--- config.mk ---
export PLATFORM = sky130hd
export DESIGN_NAME = mem_port_arbiter
export DESIGN_NICKNAME = d
export VERILOG_FILES = /design/src/rtl/mem_arb_pkg.sv /design/src/rtl/mem_port_arbiter_arb_pick.sv /design/src/rtl/mem_port_arbiter.sv
export SDC_FILE = /design/constraint.sdc
export NUM_CORES = 1
export LEC_CHECK = 0
export CAP_MARGIN = 20
export CORE_AREA = 4 4 282 284
export DETAILED_ROUTE_END_ITERATION = 10
export DIE_AREA = 0 0 286 288
export GPL_ROUTABILITY_DRIVEN = 0
export PLACE_DENSITY_LB_ADDON = 0.1
export SLEW_MARGIN = 40
export SYNTH_ARGS = -nofsm -noshare
export SYNTH_HDL_FRONTEND = slang
export SYNTH_SLANG_ARGS = --single-unit
--- constraint.sdc ---
create_clock -name clk -period 2.8 [get_ports clk]
set_input_delay 0.42 -clock clk [delete_from_list [all_inputs] [get_ports clk]]
set_output_delay 0.42 -clock clk [all_outputs]
set_load 0.02 [all_outputs]
--- src/rtl/mem_arb_pkg.sv ---
// Shared types and constants for the main-memory port arbiter.
package mem_arb_pkg;

  localparam int DEF_ADDR_W = 28;
  localparam int DEF_LINE_W = 128;

  typedef enum logic [2:0] {
    S_IDLE   = 3'd0,
    S_BUSY_I = 3'd1,
    S_BUSY_D = 3'd2,
    S_RESP_I = 3'd3,
    S_RESP_D = 3'd4
  } state_t;

  localparam logic GNT_I = 1'b0;
  localparam logic GNT_D = 1'b1;

endpackage

--- src/rtl/mem_port_arbiter_arb_pick.sv ---
// Grant picker for the memory port arbiter.
// MEM_PORT_ARB_RR_EN defined  : round-robin between I and D on conflict.
// MEM_PORT_ARB_RR_EN undefined: fixed priority, D always beats I.
module arb_pick
  import mem_arb_pkg::*;
(
  input  logic req_i,
  input  logic req_d,
  input  logic last_grant,
  output logic grant_valid,
  output logic grant_sel
);

  assign grant_valid = req_i | req_d;

`ifdef MEM_PORT_ARB_RR_EN
  // on a conflict the side that was not served last wins
  always_comb begin
    grant_sel = GNT_I;
    if (req_i && req_d) begin
      grant_sel = (last_grant == GNT_I) ? GNT_D : GNT_I;
    end else if (req_d) begin
      grant_sel = GNT_D;
    end
  end
`else
  logic w_unused_last;
  assign w_unused_last = last_grant;
  assign grant_sel     = req_d ? GNT_D : GNT_I;
`endif

endmodule

--- src/rtl/mem_port_arbiter.sv ---
// Shares one main-memory port between the I-cache fill path and the
// D-cache fill/writeback path. One transaction outstanding at a time.
// Arbitration policy is selected by MEM_PORT_ARB_RR_EN (see arb_pick).
//
// state    | meaning
// ---------+-----------------------------------------------------
// S_IDLE   | bus free, requests sampled and arbitrated each cycle
// S_BUSY_I | I-cache read held on the bus until mem_ready
// S_BUSY_D | D-cache read or write held on the bus until mem_ready
// S_RESP_I | one-cycle i_mem_ready pulse
// S_RESP_D | one-cycle d_mem_ready pulse
module mem_port_arbiter
  import mem_arb_pkg::*;
#(
  parameter int ADDR_W = DEF_ADDR_W,
  parameter int LINE_W = DEF_LINE_W
) (
  input  logic              clk,
  input  logic              rst_n,
  input  logic              i_mem_read,
  input  logic [ADDR_W-1:0] i_mem_addr,
  output logic [LINE_W-1:0] i_mem_rdata,
  output logic              i_mem_ready,
  input  logic              d_mem_read,
  input  logic              d_mem_write,
  input  logic [ADDR_W-1:0] d_mem_addr,
  input  logic [LINE_W-1:0] d_mem_wdata,
  output logic [LINE_W-1:0] d_mem_rdata,
  output logic              d_mem_ready,
  output logic              mem_read,
  output logic              mem_write,
  output logic [ADDR_W-1:0] mem_addr,
  output logic [LINE_W-1:0] mem_wdata,
  input  logic [LINE_W-1:0] mem_rdata,
  input  logic              mem_ready
);

  state_t r_state;
  state_t w_state_nxt;

  logic              r_mem_read;
  logic              r_mem_write;
  logic [ADDR_W-1:0] r_mem_addr;
  logic [LINE_W-1:0] r_mem_wdata;
  logic [LINE_W-1:0] r_i_rdata;
  logic [LINE_W-1:0] r_d_rdata;

  logic w_req_d;
  logic w_gnt_valid;
  logic w_gnt_sel;
  logic w_last_grant;
  logic w_grant;
  logic w_busy_done;

  assign w_req_d     = d_mem_read | d_mem_write;
  assign w_grant     = (r_state == S_IDLE) && w_gnt_valid;
  assign w_busy_done = ((r_state == S_BUSY_I) || (r_state == S_BUSY_D)) && mem_ready;

  arb_pick u_arb_pick (
    .req_i       (i_mem_read),
    .req_d       (w_req_d),
    .last_grant  (w_last_grant),
    .grant_valid (w_gnt_valid),
    .grant_sel   (w_gnt_sel)
  );

`ifdef MEM_PORT_ARB_RR_EN
  logic r_last_grant;

  // remember which side was served most recently
  always_ff @(posedge clk or negedge rst_n) begin
    if (!rst_n) begin
      r_last_grant <= GNT_I;
    end else if (w_grant) begin
      r_last_grant <= w_gnt_sel;
    end
  end

  assign w_last_grant = r_last_grant;
`else
  assign w_last_grant = GNT_I;
`endif

  // state register
  always_ff @(posedge clk or negedge rst_n) begin
    if (!rst_n) begin
      r_state <= S_IDLE;
    end else begin
      r_state <= w_state_nxt;
    end
  end

  // next-state decode; mem_ready outside BUSY is ignored
  always_comb begin
    w_state_nxt = r_state;
    unique case (r_state)
      S_IDLE: begin
        if (w_gnt_valid) begin
          w_state_nxt = (w_gnt_sel == GNT_D) ? S_BUSY_D : S_BUSY_I;
        end
      end
      S_BUSY_I: if (mem_ready) w_state_nxt = S_RESP_I;
      S_BUSY_D: if (mem_ready) w_state_nxt = S_RESP_D;
      S_RESP_I: w_state_nxt = S_IDLE;
      S_RESP_D: w_state_nxt = S_IDLE;
      default:  w_state_nxt = S_IDLE;
    endcase
  end

  // capture the granted request, hold it on the bus, latch returned data
  always_ff @(posedge clk or negedge rst_n) begin
    if (!rst_n) begin
      r_mem_read  <= 1'b0;
      r_mem_write <= 1'b0;
      r_mem_addr  <= '0;
      r_mem_wdata <= '0;
      r_i_rdata   <= '0;
      r_d_rdata   <= '0;
    end else if (w_grant) begin
      if (w_gnt_sel == GNT_D) begin
        // simultaneous read+write from D is illegal; the write wins
        r_mem_addr  <= d_mem_addr;
        r_mem_wdata <= d_mem_wdata;
        r_mem_write <= d_mem_write;
        r_mem_read  <= ~d_mem_write;
      end else begin
        r_mem_addr  <= i_mem_addr;
        r_mem_write <= 1'b0;
        r_mem_read  <= 1'b1;
      end
    end else if (w_busy_done) begin
      r_mem_read  <= 1'b0;
      r_mem_write <= 1'b0;
      if (r_state == S_BUSY_I) begin
        r_i_rdata <= mem_rdata;
      end else begin
        r_d_rdata <= mem_rdata;
      end
    end
  end

  assign mem_read    = r_mem_read;
  assign mem_write   = r_mem_write;
  assign mem_addr    = r_mem_addr;
  assign mem_wdata   = r_mem_wdata;
  assign i_mem_rdata = r_i_rdata;
  assign d_mem_rdata = r_d_rdata;
  assign i_mem_ready = (r_state == S_RESP_I);
  assign d_mem_ready = (r_state == S_RESP_D);

endmodule
==> impl_results.md, run 1 <==
- Status: completed
- Cell Area, Synth: 15900 um2
- Top post-synthesis cells by count: 428 x mux2_2, 417 x dfrtp_1, 23 x buf_2
- GRT overflow: 0
- CP Class: reg2out
- Worst-Margin Slew: 0.620 ns
- CTS Buffer Depth: 3
- Site row count: 102
- Post-route setup TNS: 0 ns
- Pwr/cell area: 1280 nW/um2
- WL per Instance: 22.2 um
- GR Layer Usage met1: 14.7%
- CP max stage cell: clkdlybuf4s50_1
- Via/cell ratio: 3.87
- Register area share after synthesis: 65.4%
- Chip Width: 286 um
- Hold WC Path Type: in2async
- Post-DP HPWL: 47800 um
- Yosys Warn Count: 0
- Largest cells by area after synthesis: dfrtp_1 65%, mux2_2 30%, buf_6 0.92%
- H-tree depth: 2
- EDFF count, synth: 0
- Largest incremental delay on the critical path: 0.69 ns
- Most common cell in the netlist: mux2_2
- Mapped Cells: 932
- Most Crowded Layer GR: met2
- Post-synth cell types: 29
- Clock Latency Late Sink: 0.61 ns
- GR met2 Demand/Resource: 26.7%
- Initial Util: 20.7%
- Data arrival, critical path: 2.09 ns
- Area Growth Syn to Fin: 66.5%
- Postcts setup bufs: 0
- Share of the synthesized area in the top cell type: 65.4%
- Post-place instance area: 24800 um2
- Largest net degree at the start of global routing: 64
- IO Pins: 734
- Antenna-violating nets left: 0
- Slew HR: 58.7%
- NumNets Final: 2024
- TritonRoute pass-1 iters: 4
- Slew Limit Fails: 0
- GR Util met3: 5.76%
- Final hold viol count: 0
- Core Area: 77100 um2
- Synth area leader: dfrtp_1
- Final setup viols: 0
- TritonCTS clock tree: yes
- CTS clock-pin slew for the worst setup and hold paths: 0.06 ns
- CP bufs+invs: 1
- Clk_skew: 0.0355 ns
- Final Cell Area: 26600 um2
- CTS buffer count: 53
- Via count: 10800
- Net Count, Synth: 1250
- Die Span Y: 288 um
- Proportion of layout cells with a drive suffix above 1: 31.9%
- CTS sink count: 417
- Total track usage: 14.3%
- Critical path launch point type: register
- Peak supply drop: 0.000613 V
- RSZ-0062 raised after global routing: no
- Overall Power: 34.1 mW
- Routed wire length: 61900 um
- Die footprint: 82400 um2
- 1st-iter DRT viols: 198
- CP Cell Sequence: nor3b_2 -> clkdlybuf4s50_1
- Critical path fanouts, max: 8
- First-pass GRT wire length: 87000 um
- Flops & latches, synth: 417
- Synth async-reset ratio: 100%
- Peak Freq: 398 MHz
- Final worst-path cycle share: 89.7%
- Max cap viols: 0
- # DRC: 0
- Worst Path Required: 2.38 ns
- Synth Area per Inst: 17.1 um2
- Initial antenna violation count: 11
- Static Leak: 10.9 nW
- Vias in the first global route: 12000
- Cell family with most CP delay: buffers and inverters
- Fin crit period: 2.51 ns
- Critical Path Sink Type: primary output
- PortBufs: 733
- Root buffer cell: clkbuf_16
- Commonest register cell after synthesis: dfrtp_1
-- cells in the final DEF (no fill, tap or decap), drive strengths merged, types with 2 or more instances in the layout --
master | synthesis | layout
a21oi | 7 | 7
clkinv | 0 | 6
mux2i | 4 | 4
buf | 49 | 36
o21ai | 2 | 2
dfrtp | 417 | 417
nor3 | 3 | 3
bufinv | 0 | 2
clkdlybuf4s50 | 0 | 732
and2 | 2 | 2
diode | 0 | 6
mux2 | 434 | 434
clkbuf | 1 | 88
-- final timing paths --
path                                           start  cells past startpoint  slack [ns]                     endpoint
setup reg to reg              r_state[1]$_DFFE_PN0P_                      3        0.88      mem_addr[3]$_DFFE_PN0P_
hold / removal                                 rst_n                      2        0.37    mem_wdata[93]$_DFFE_PN0P_
hold reg to reg            mem_wdata[14]$_DFFE_PN0P_                      1        0.50    mem_wdata[14]$_DFFE_PN0P_
max in group asynchronous                      rst_n                      3        1.56  i_mem_rdata[68]$_DFFE_PN0P_
min in group clk                    d_mem_wdata[114]                      2        0.42   mem_wdata[114]$_DFFE_PN0P_
setup / recovery              r_state[2]$_DFFE_PN0P_                      2        0.29                  d_mem_ready
-- cells by family (layout without fill, tap and decap cells) --
group	count (synthesis)	after routing	synth area share [%]
muxes	438	438	31.0
DFF	417	417	65.4
xor gates and xnor gates	1	1	0.0549
other	0	6	0
buffers and inverters	50	866	2.32
AOI/OAI and AO/OA	12	12	0.463
and+or+nand+nor	14	14	0.675
-- registers in the layout, indices dropped and copies added, names as in the netlist --
signal,flops
mem_read,1
r_state,3
mem_addr,28
mem_wdata,128
d_mem_rdata,128
i_mem_rdata,128
mem_write,1
-- through the flow --
step	instances	hold slack (ns)	setup slack [ns]	util, %
2_1_floorplan	932	0.124	1.11	-
3_3_place_gp	2690	0.442	0.473	32.1
3_5_place_dp	2690	0.445	0.472	32.1
4_1_cts	2788	0.366	0.157	34.4
5_1_grt	2792	0.386	0.150	34.4
6_report	2794	0.365	0.289	34.5
-- per-layer routing --
layer / share of wire [%] / wire length [um]
met1: 34 / 21200
met4: 2.6 / 1590
met5: 0.078 / 48
met3: 9.2 / 5690
met2: 54 / 33400
-- area by class of cell --
type | count | area, um2
antenna | 6 | 15.0
clock inverter | 9 | 128
clock buffer | 88 | 1650
timing repair buffer | 769 | 7870
multi-input combinational | 465 | 5160
fill | 7643 | 50500
tap | 1040 | 1300
sequential | 417 | 10400
-- power breakdown --
part	switching (mW)	leakage, nW	internal [mW]
clock network	2.71	0.872	4.18
logic	7.96	4.96	8.62
registers	1.56	5.04	9.08
-- repair_timing --
item | in CTS | in global routing
resized for setup | 1 | 0
hold endpoints to repair | 51 | 0
setup endpoints to repair | 1 | 0
hold buffers | 1 | 0
Note: power is estimated with default switching activity, not from simulation.
==> run 2: changes to the inputs <==
--- a/config.mk
+++ b/config.mk
@@ -11,6 +11,7 @@
 export DIE_AREA = 0 0 286 288
 export GPL_ROUTABILITY_DRIVEN = 0
 export PLACE_DENSITY_LB_ADDON = 0.1
+export SETUP_SLACK_MARGIN = 0.4
 export SLEW_MARGIN = 40
 export SYNTH_ARGS = -nofsm -noshare
 export SYNTH_HDL_FRONTEND = slang
==> run 2 against run 1 <==
Against the previous run: non-clock buffer count unchanged; highest routed layer unchanged; setup slack better by 0.29 ns; clock power about the same; register-to-register slack about the same; via count unchanged; die area unchanged; count of clock-buffer cells in the layout unchanged; hold slack unchanged.
==> impl_results.md, run 2 (synthesized netlist as in run 1, its figures left out) <==
- NumNets Final: 2024 (unchanged)
- Initial antenna violation count: 11 (unchanged)
- Core Area: 77100 um2 (unchanged)
- Layout Cells excl Fill: 2794 (unchanged)
- Via count: 10800 (unchanged)
- Root buffer cell: clkbuf_16 (unchanged)
- Dpl cells: 2690 (unchanged)
- Post-DP HPWL: 47800 um (unchanged)
- Slew Limit Fails: 0 (unchanged)
- CTS sink count: 417 (unchanged)
- Antenna-violating nets left: 0 (unchanged)
- FF+latch area: 10400 um2 (about the same)
- Data arrival, critical path: 1.80 ns (was 2.09 ns)
- CP Cell Sequence: nor3b_2 -> dlygate4sd2_1 (was nor3b_2 -> clkdlybuf4s50_1)
- Max cap viols: 0 (unchanged)
- Post-place instance area: 24800 um2 (unchanged)
- Final hold viol count: 0 (unchanged)
- CTS clock-pin slew for the worst setup and hold paths: 0.06 ns (about the same)
- Final worst-path cycle share: 79.3% (was 89.7%)
- Proportion of layout cells with a drive suffix above 1: 32.0% (was 31.9%)
- Static Leak: 10.9 nW (about the same)
- H-tree depth: 2 (unchanged)
- Critical path launch point type: register (unchanged)
- # DRC: 0 (unchanged)
- TritonCTS clock tree: yes (unchanged)
- WL per Instance: 22.2 um (about the same)
- Critical path fanouts, max: 8 (unchanged)
- Commonest cells after routing, fill and taps aside: 730 x clkdlybuf4s50_1, 428 x mux2_2, 416 x dfrtp_1 (was 732 x clkdlybuf4s50_1, 428 x mux2_2, 417 x dfrtp_1)
- Status: completed (unchanged)
- Critical Path Sink Type: primary output (unchanged)
- TritonRoute pass-1 iters: 4 (unchanged)
- Peak Freq: 450 MHz (was 398 MHz)
- IO Pins: 734 (unchanged)
- Final setup viols: 0 (unchanged)
- Die Span Y: 288 um (unchanged)
- Site row count: 102 (unchanged)
- Clk_skew: 0.0355 ns (about the same)
- CP max stage cell: dfrtp_1 (was clkdlybuf4s50_1)
- R2r setup slk: 0.89 ns (was 0.88 ns)
- Largest net degree at the start of global routing: 64 (unchanged)
- Clock Latency Late Sink: 0.61 ns (about the same)
- Fin crit period: 2.22 ns (was 2.51 ns)
- Largest incremental delay on the critical path: 0.50 ns (was 0.69 ns)
- Via/cell ratio: 3.87 (unchanged)
- 1st-iter DRT viols: 197 (was 198)
- Routed wire length: 61900 um (about the same)
- CP bufs+invs: 1 (unchanged)
- Vias in the first global route: 12000 (unchanged)
- Area Growth Syn to Fin: 66.5% (about the same)
- First-pass GRT wire length: 87000 um (unchanged)
- Worst Path Required: 2.38 ns (about the same)
- RSZ-0062 raised after global routing: no (unchanged)
- Hold WC Path Type: in2async (unchanged)
- Total track usage: 14.3% (unchanged)
- Final Cell Area: 26600 um2 (about the same)
- Most common cell after layout, fill and taps aside: clkdlybuf4s50_1 (unchanged)
- Initial Util: 20.7% (unchanged)
- Slew HR: 58.7% (unchanged)
- CTS Buffer Depth: 3 (unchanged)
- GRT overflow: 0 (unchanged)
- Chip Width: 286 um (unchanged)
- Pwr/cell area: 1280 nW/um2 (about the same)
- PortBufs: 733 (unchanged)
- CP Class: reg2out (unchanged)
- Cell family with most CP delay: flip-flops (was buffers and inverters)
- CTS buffer count: 53 (unchanged)
- Worst-Margin Slew: 0.620 ns (unchanged)
- Multi-input gate area: 5160 um2 (unchanged)
- Die footprint: 82400 um2 (unchanged)
- Fillcell total: 7645 (was 7643)
- Post-route setup TNS: 0 ns (unchanged)
- Postcts setup bufs: 0 (unchanged)
- Peak supply drop: 0.000613 V (unchanged)
[run 2: cell count changes in the layout (fill, tap and decap cells not counted)]
cell             previous run  this run
clkdlybuf4s50_1           732       730
dfrtp_1                   417       416
dfrtp_2                     0         1
dlygate4sd2_1               0         2
[run 2: final cells by class]
cell class / instances / share of cell area (%)
clock buffer: 88 / 6.21
multi-input combinational: 465 / 19.4
tap: 1040 / 4.90
antenna: 6 / 0.0565
clock inverter: 9 / 0.481
sequential: 417 / 39.3
timing repair buffer: 769 / 29.6
[run 2: repair_timing]
item	in CTS	in global routing
resized for setup	4	0
hold buffers	1	0
endpoints found under the setup margin	2	0
endpoints found under the hold margin	51	0
[run 2: path summary, 6_finish.rpt]
kind | startpoint | endpoint | cells after the start
max | r_state[2]$_DFFE_PN0P_ | d_mem_ready | 2
max in group asynchronous | rst_n | i_mem_rdata[68]$_DFFE_PN0P_ | 3
min | rst_n | mem_wdata[93]$_DFFE_PN0P_ | 2
min reg2reg | mem_wdata[14]$_DFFE_PN0P_ | mem_wdata[14]$_DFFE_PN0P_ | 1
min in group clk | d_mem_wdata[114] | mem_wdata[114]$_DFFE_PN0P_ | 2
max reg2reg | r_state[2]$_DFFE_PN0P_ | mem_addr[3]$_DFFE_PN0P_ | 3
[run 2: metal layers]
layer  routed length (um)  share of wire [%]  up-vias  track usage [%]
met5                   48              0.078        -                0
met4                 1590                2.6        8             4.18
met3                 5690                9.2       92             5.76
met2                33400                 54      401             26.7
met1                21200                 34     5433             14.7
li1                     -                  -     4883                -
[run 2: worst register-to-register path: cells and delay by family (launching register included)]
family           cells  cell delay (ns)
flip-flops           1             0.48
AND/OR/NAND/NOR      2             0.89
multiplexers         1             0.40
[run 2: through the flow]
stage	util (%)	setup slack [ns]	hold slack, ns	total power [mW]
floorplan	-	1.11	0.124	18.7
global placement	32.1	0.473	0.442	27.5
detailed placement	32.1	0.472	0.445	27.6
CTS	34.4	0.452	0.366	34.8
global route	34.4	0.444	0.386	35.8
finish	34.5	0.578	0.365	34.1
[run 2: where the power goes]
part	internal, mW	switching [mW]	leakage (nW)
logic	8.62	7.96	4.97
registers	9.08	1.56	5.04
clock network	4.18	2.71	0.872
==> run 3: changes to the inputs <==
--- a/config.mk
+++ b/config.mk
@@ -6,9 +6,9 @@
 export NUM_CORES = 1
 export LEC_CHECK = 0
 export CAP_MARGIN = 20
-export CORE_AREA = 4 4 282 284
+export CORE_AREA = 4 4 281 283
 export DETAILED_ROUTE_END_ITERATION = 10
-export DIE_AREA = 0 0 286 288
+export DIE_AREA = 0 0 285 287
 export GPL_ROUTABILITY_DRIVEN = 0
 export PLACE_DENSITY_LB_ADDON = 0.1
 export SETUP_SLACK_MARGIN = 0.4
==> constraint.sdc (replaced) <==
create_clock -name clk -period 1.94 [get_ports clk]
set_input_delay 0.291 -clock clk [delete_from_list [all_inputs] [get_ports clk]]
set_output_delay 0.291 -clock clk [all_outputs]
set_load 0.02 [all_outputs]
==> run 3 against run 2 <==
Against the previous run: combinational power up 34%; total power up 39%; sequential share of layout area up 1.3 points; clock skew up 0.0031 ns; first-iteration DRC count up 8.1%; die area down 0.70%.
==> impl_results.md, run 3 (synthesized netlist as in run 1, its figures left out) <==
- Final setup viols: 0 (unchanged)
- R2r startpoint: r_state[0]$_DFFE_PN0P_ (was r_state[2]$_DFFE_PN0P_)
- # DRC: 0 (unchanged)
- Most common cell after layout, fill and taps aside: dfrtp_1 (was clkdlybuf4s50_1)
- Clk_skew: 0.0386 ns (was 0.0355 ns)
- Site row count: 102 (unchanged)
- Slew Limit Fails: 0 (unchanged)
- Via/cell ratio: 3.90 (was 3.87)
- Clock Latency Late Sink: 0.61 ns (about the same)
- 1st-iter DRT viols: 213 (was 197)
- Post-DP HPWL: 48400 um (was 47800 um)
- Finished Core Util: 33.5% (was 34.5%)
- Root buffer cell: clkbuf_16 (unchanged)
- R2r setup slk: 0.17 ns (was 0.89 ns)
- Peak supply drop: 0.000718 V (was 0.000613 V)
- Total track usage: 14.4% (was 14.3%)
- Worst Path Required: 2.41 ns (was 2.38 ns)
- Fin crit period: 1.77 ns
- Vias in the first global route: 12300 (was 12000)
- CTS buffer count: 52 (was 53)
- Final worst-path cycle share: 91.4%
- PortBufs: 733 (unchanged)
- Peak Freq: 564 MHz
- Routed wire length: 64300 um (was 61900 um)
- Via count: 11200 (was 10800)
- CTS sink count: 417 (unchanged)
- Initial antenna violation count: 4 (was 11)
- Core Area: 76700 um2 (was 77100 um2)
- Hold WC Path Type: in2async (unchanged)
- Proportion of layout cells with a drive suffix above 1: 57.8% (was 32.0%)
- Max cap viols: 0 (unchanged)
- Static Leak: 11.7 nW (was 10.9 nW)
- TritonCTS clock tree: yes (unchanged)
- Die Span Y: 287 um (was 288 um)
- Status: completed (unchanged)
- Die footprint: 81800 um2 (was 82400 um2)
- Worst-case reg-to-reg path depth: 7 (was 3)
- Largest net degree at the start of global routing: 66 (was 64)
- Fillcell total: 7641 (was 7645)
- RSZ-0062 raised after global routing: yes (was no)
- Initial Util: 20.8% (was 20.7%)
- GRT overflow: 0 (unchanged)
- Area Growth Syn to Fin: 61.0% (was 66.5%)
- RR Endpoint: mem_wdata[46]$_DFFE_PN0P_ (was mem_addr[3]$_DFFE_PN0P_)
- Critical path fanouts, max: 8 (unchanged)
- IO Pins: 734 (unchanged)
- Antenna-violating nets left: 0 (unchanged)
- TritonRoute pass-1 iters: 4 (unchanged)
- CP Class: reg2reg (was reg2out)
- GR Layer Usage met1: 14.8% (was 14.7%)
- Commonest cells after routing, fill and taps aside: 417 x dfrtp_1, 398 x mux2_2, 316 x clkdlybuf4s50_1 (was 730 x clkdlybuf4s50_1, 428 x mux2_2, 416 x dfrtp_1)
- Hold_ws: 0.175 ns (was 0.365 ns)
- Chip Width: 285 um (was 286 um)
- Critical path launch point type: register (unchanged)
- GR Util met3: 5.06% (was 5.76%)
- WL per Instance: 22.5 um (was 22.2 um)
- Final hold viol count: 0 (unchanged)
- Pwr/cell area: 1840 nW/um2 (was 1280 nW/um2)
- CTS clock-pin slew for the worst setup and hold paths: 0.06 ns (about the same)
- Critical Path Sink Type: register (was primary output)
- Slew HR: 69.9% (was 58.7%)
- GR met2 Demand/Resource: 27.2% (was 26.7%)
- NumNets Final: 2095 (was 2024)
- CTS Buffer Depth: 3 (unchanged)
- Data arrival, critical path: 2.24 ns (was 1.80 ns)
- H-tree depth: 2 (unchanged)
- First-pass GRT wire length: 87800 um (was 87000 um)
- Most Crowded Layer GR: met2 (unchanged)
- Worst-Margin Slew: 0.440 ns (was 0.620 ns)
run 3: where the power goes:
part / internal [mW] / leakage, nW / switching (mW)
clock network: 5.91 / 0.853 / 3.89
registers: 13.1 / 5.04 / 2.20
logic: 9.97 / 5.86 / 12.2
run 3: critical path, cell delays in order, from the launching register on:
cell and delay (ns):
dfrtp_1 0.40, buf_6 0.15, nor3_4 0.20, buf_6 0.14
o21ai_4 0.11, clkbuf_16 0.22, clkbuf_16 0.18, mux2_2 0.27
run 3: worst max path at each step:
stage / cells after the start / end / start
global route: 7 / mem_wdata[46]$_DFFE_PN0P_ / r_state[0]$_DFFE_PN0P_
detailed placement: 6 / i_mem_rdata[63]$_DFFE_PN0P_ / mem_ready
finish: 7 / mem_wdata[46]$_DFFE_PN0P_ / r_state[0]$_DFFE_PN0P_
CTS: 3 / i_mem_ready / r_state[2]$_DFFE_PN0P_
global placement: 6 / i_mem_rdata[66]$_DFFE_PN0P_ / mem_ready
floorplan: 6 / mem_addr[19]$_DFFE_PN0P_ / r_state[0]$_DFFE_PN0P_
run 3: per-stage QoR:
| step | setup TNS (ns) | worst slack (ns) | std cells | total power [mW] | instance area [um2] |
|---|---|---|---|---|---|
| after floorplan | 0 | 0.343 | 932 | 27.2 | 16100 |
| after global placement | -31.82 | -0.210 | 2727 | 40.3 | 25200 |
| after detailed placement | -33.33 | -0.186 | 2727 | 40.5 | 25200 |
| after CTS | 0 | 0.138 | 2821 | 47.0 | 25800 |
| after global routing | 0 | 0.101 | 2857 | 49.8 | 25700 |
| final | 0 | 0.166 | 2858 | 47.3 | 25700 |
run 3: final cells by class:
type | instances | area (um2) | area share, %
antenna | 4 | 10.0 | 0.0390
clock buffer | 75 | 1510 | 5.87
clock inverter | 16 | 216 | 0.843
multi-input combinational | 465 | 5280 | 20.6
sequential | 417 | 10400 | 40.6
tap | 1040 | 1300 | 5.07
timing repair buffer | 841 | 6920 | 27.0
run 3: repair_timing:
item / CTS / global route
cloned: 0 / 22
buffers inserted: 2 / 11
setup endpoints to repair: 822 / 666
hold buffers: 1 / 0
endpoints found under the hold margin: 233 / 0
gates resized for setup: 1033 / 558
pin swaps: 0 / 2
run 3: per-layer routing:
layer | routed length [um] | vias to the layer above
met3 | 5020 | 89
met2 | 34400 | 412
met1 | 22900 | 5621
li1 | - | 5027
met5 | 13 | -
met4 | 2010 | 2
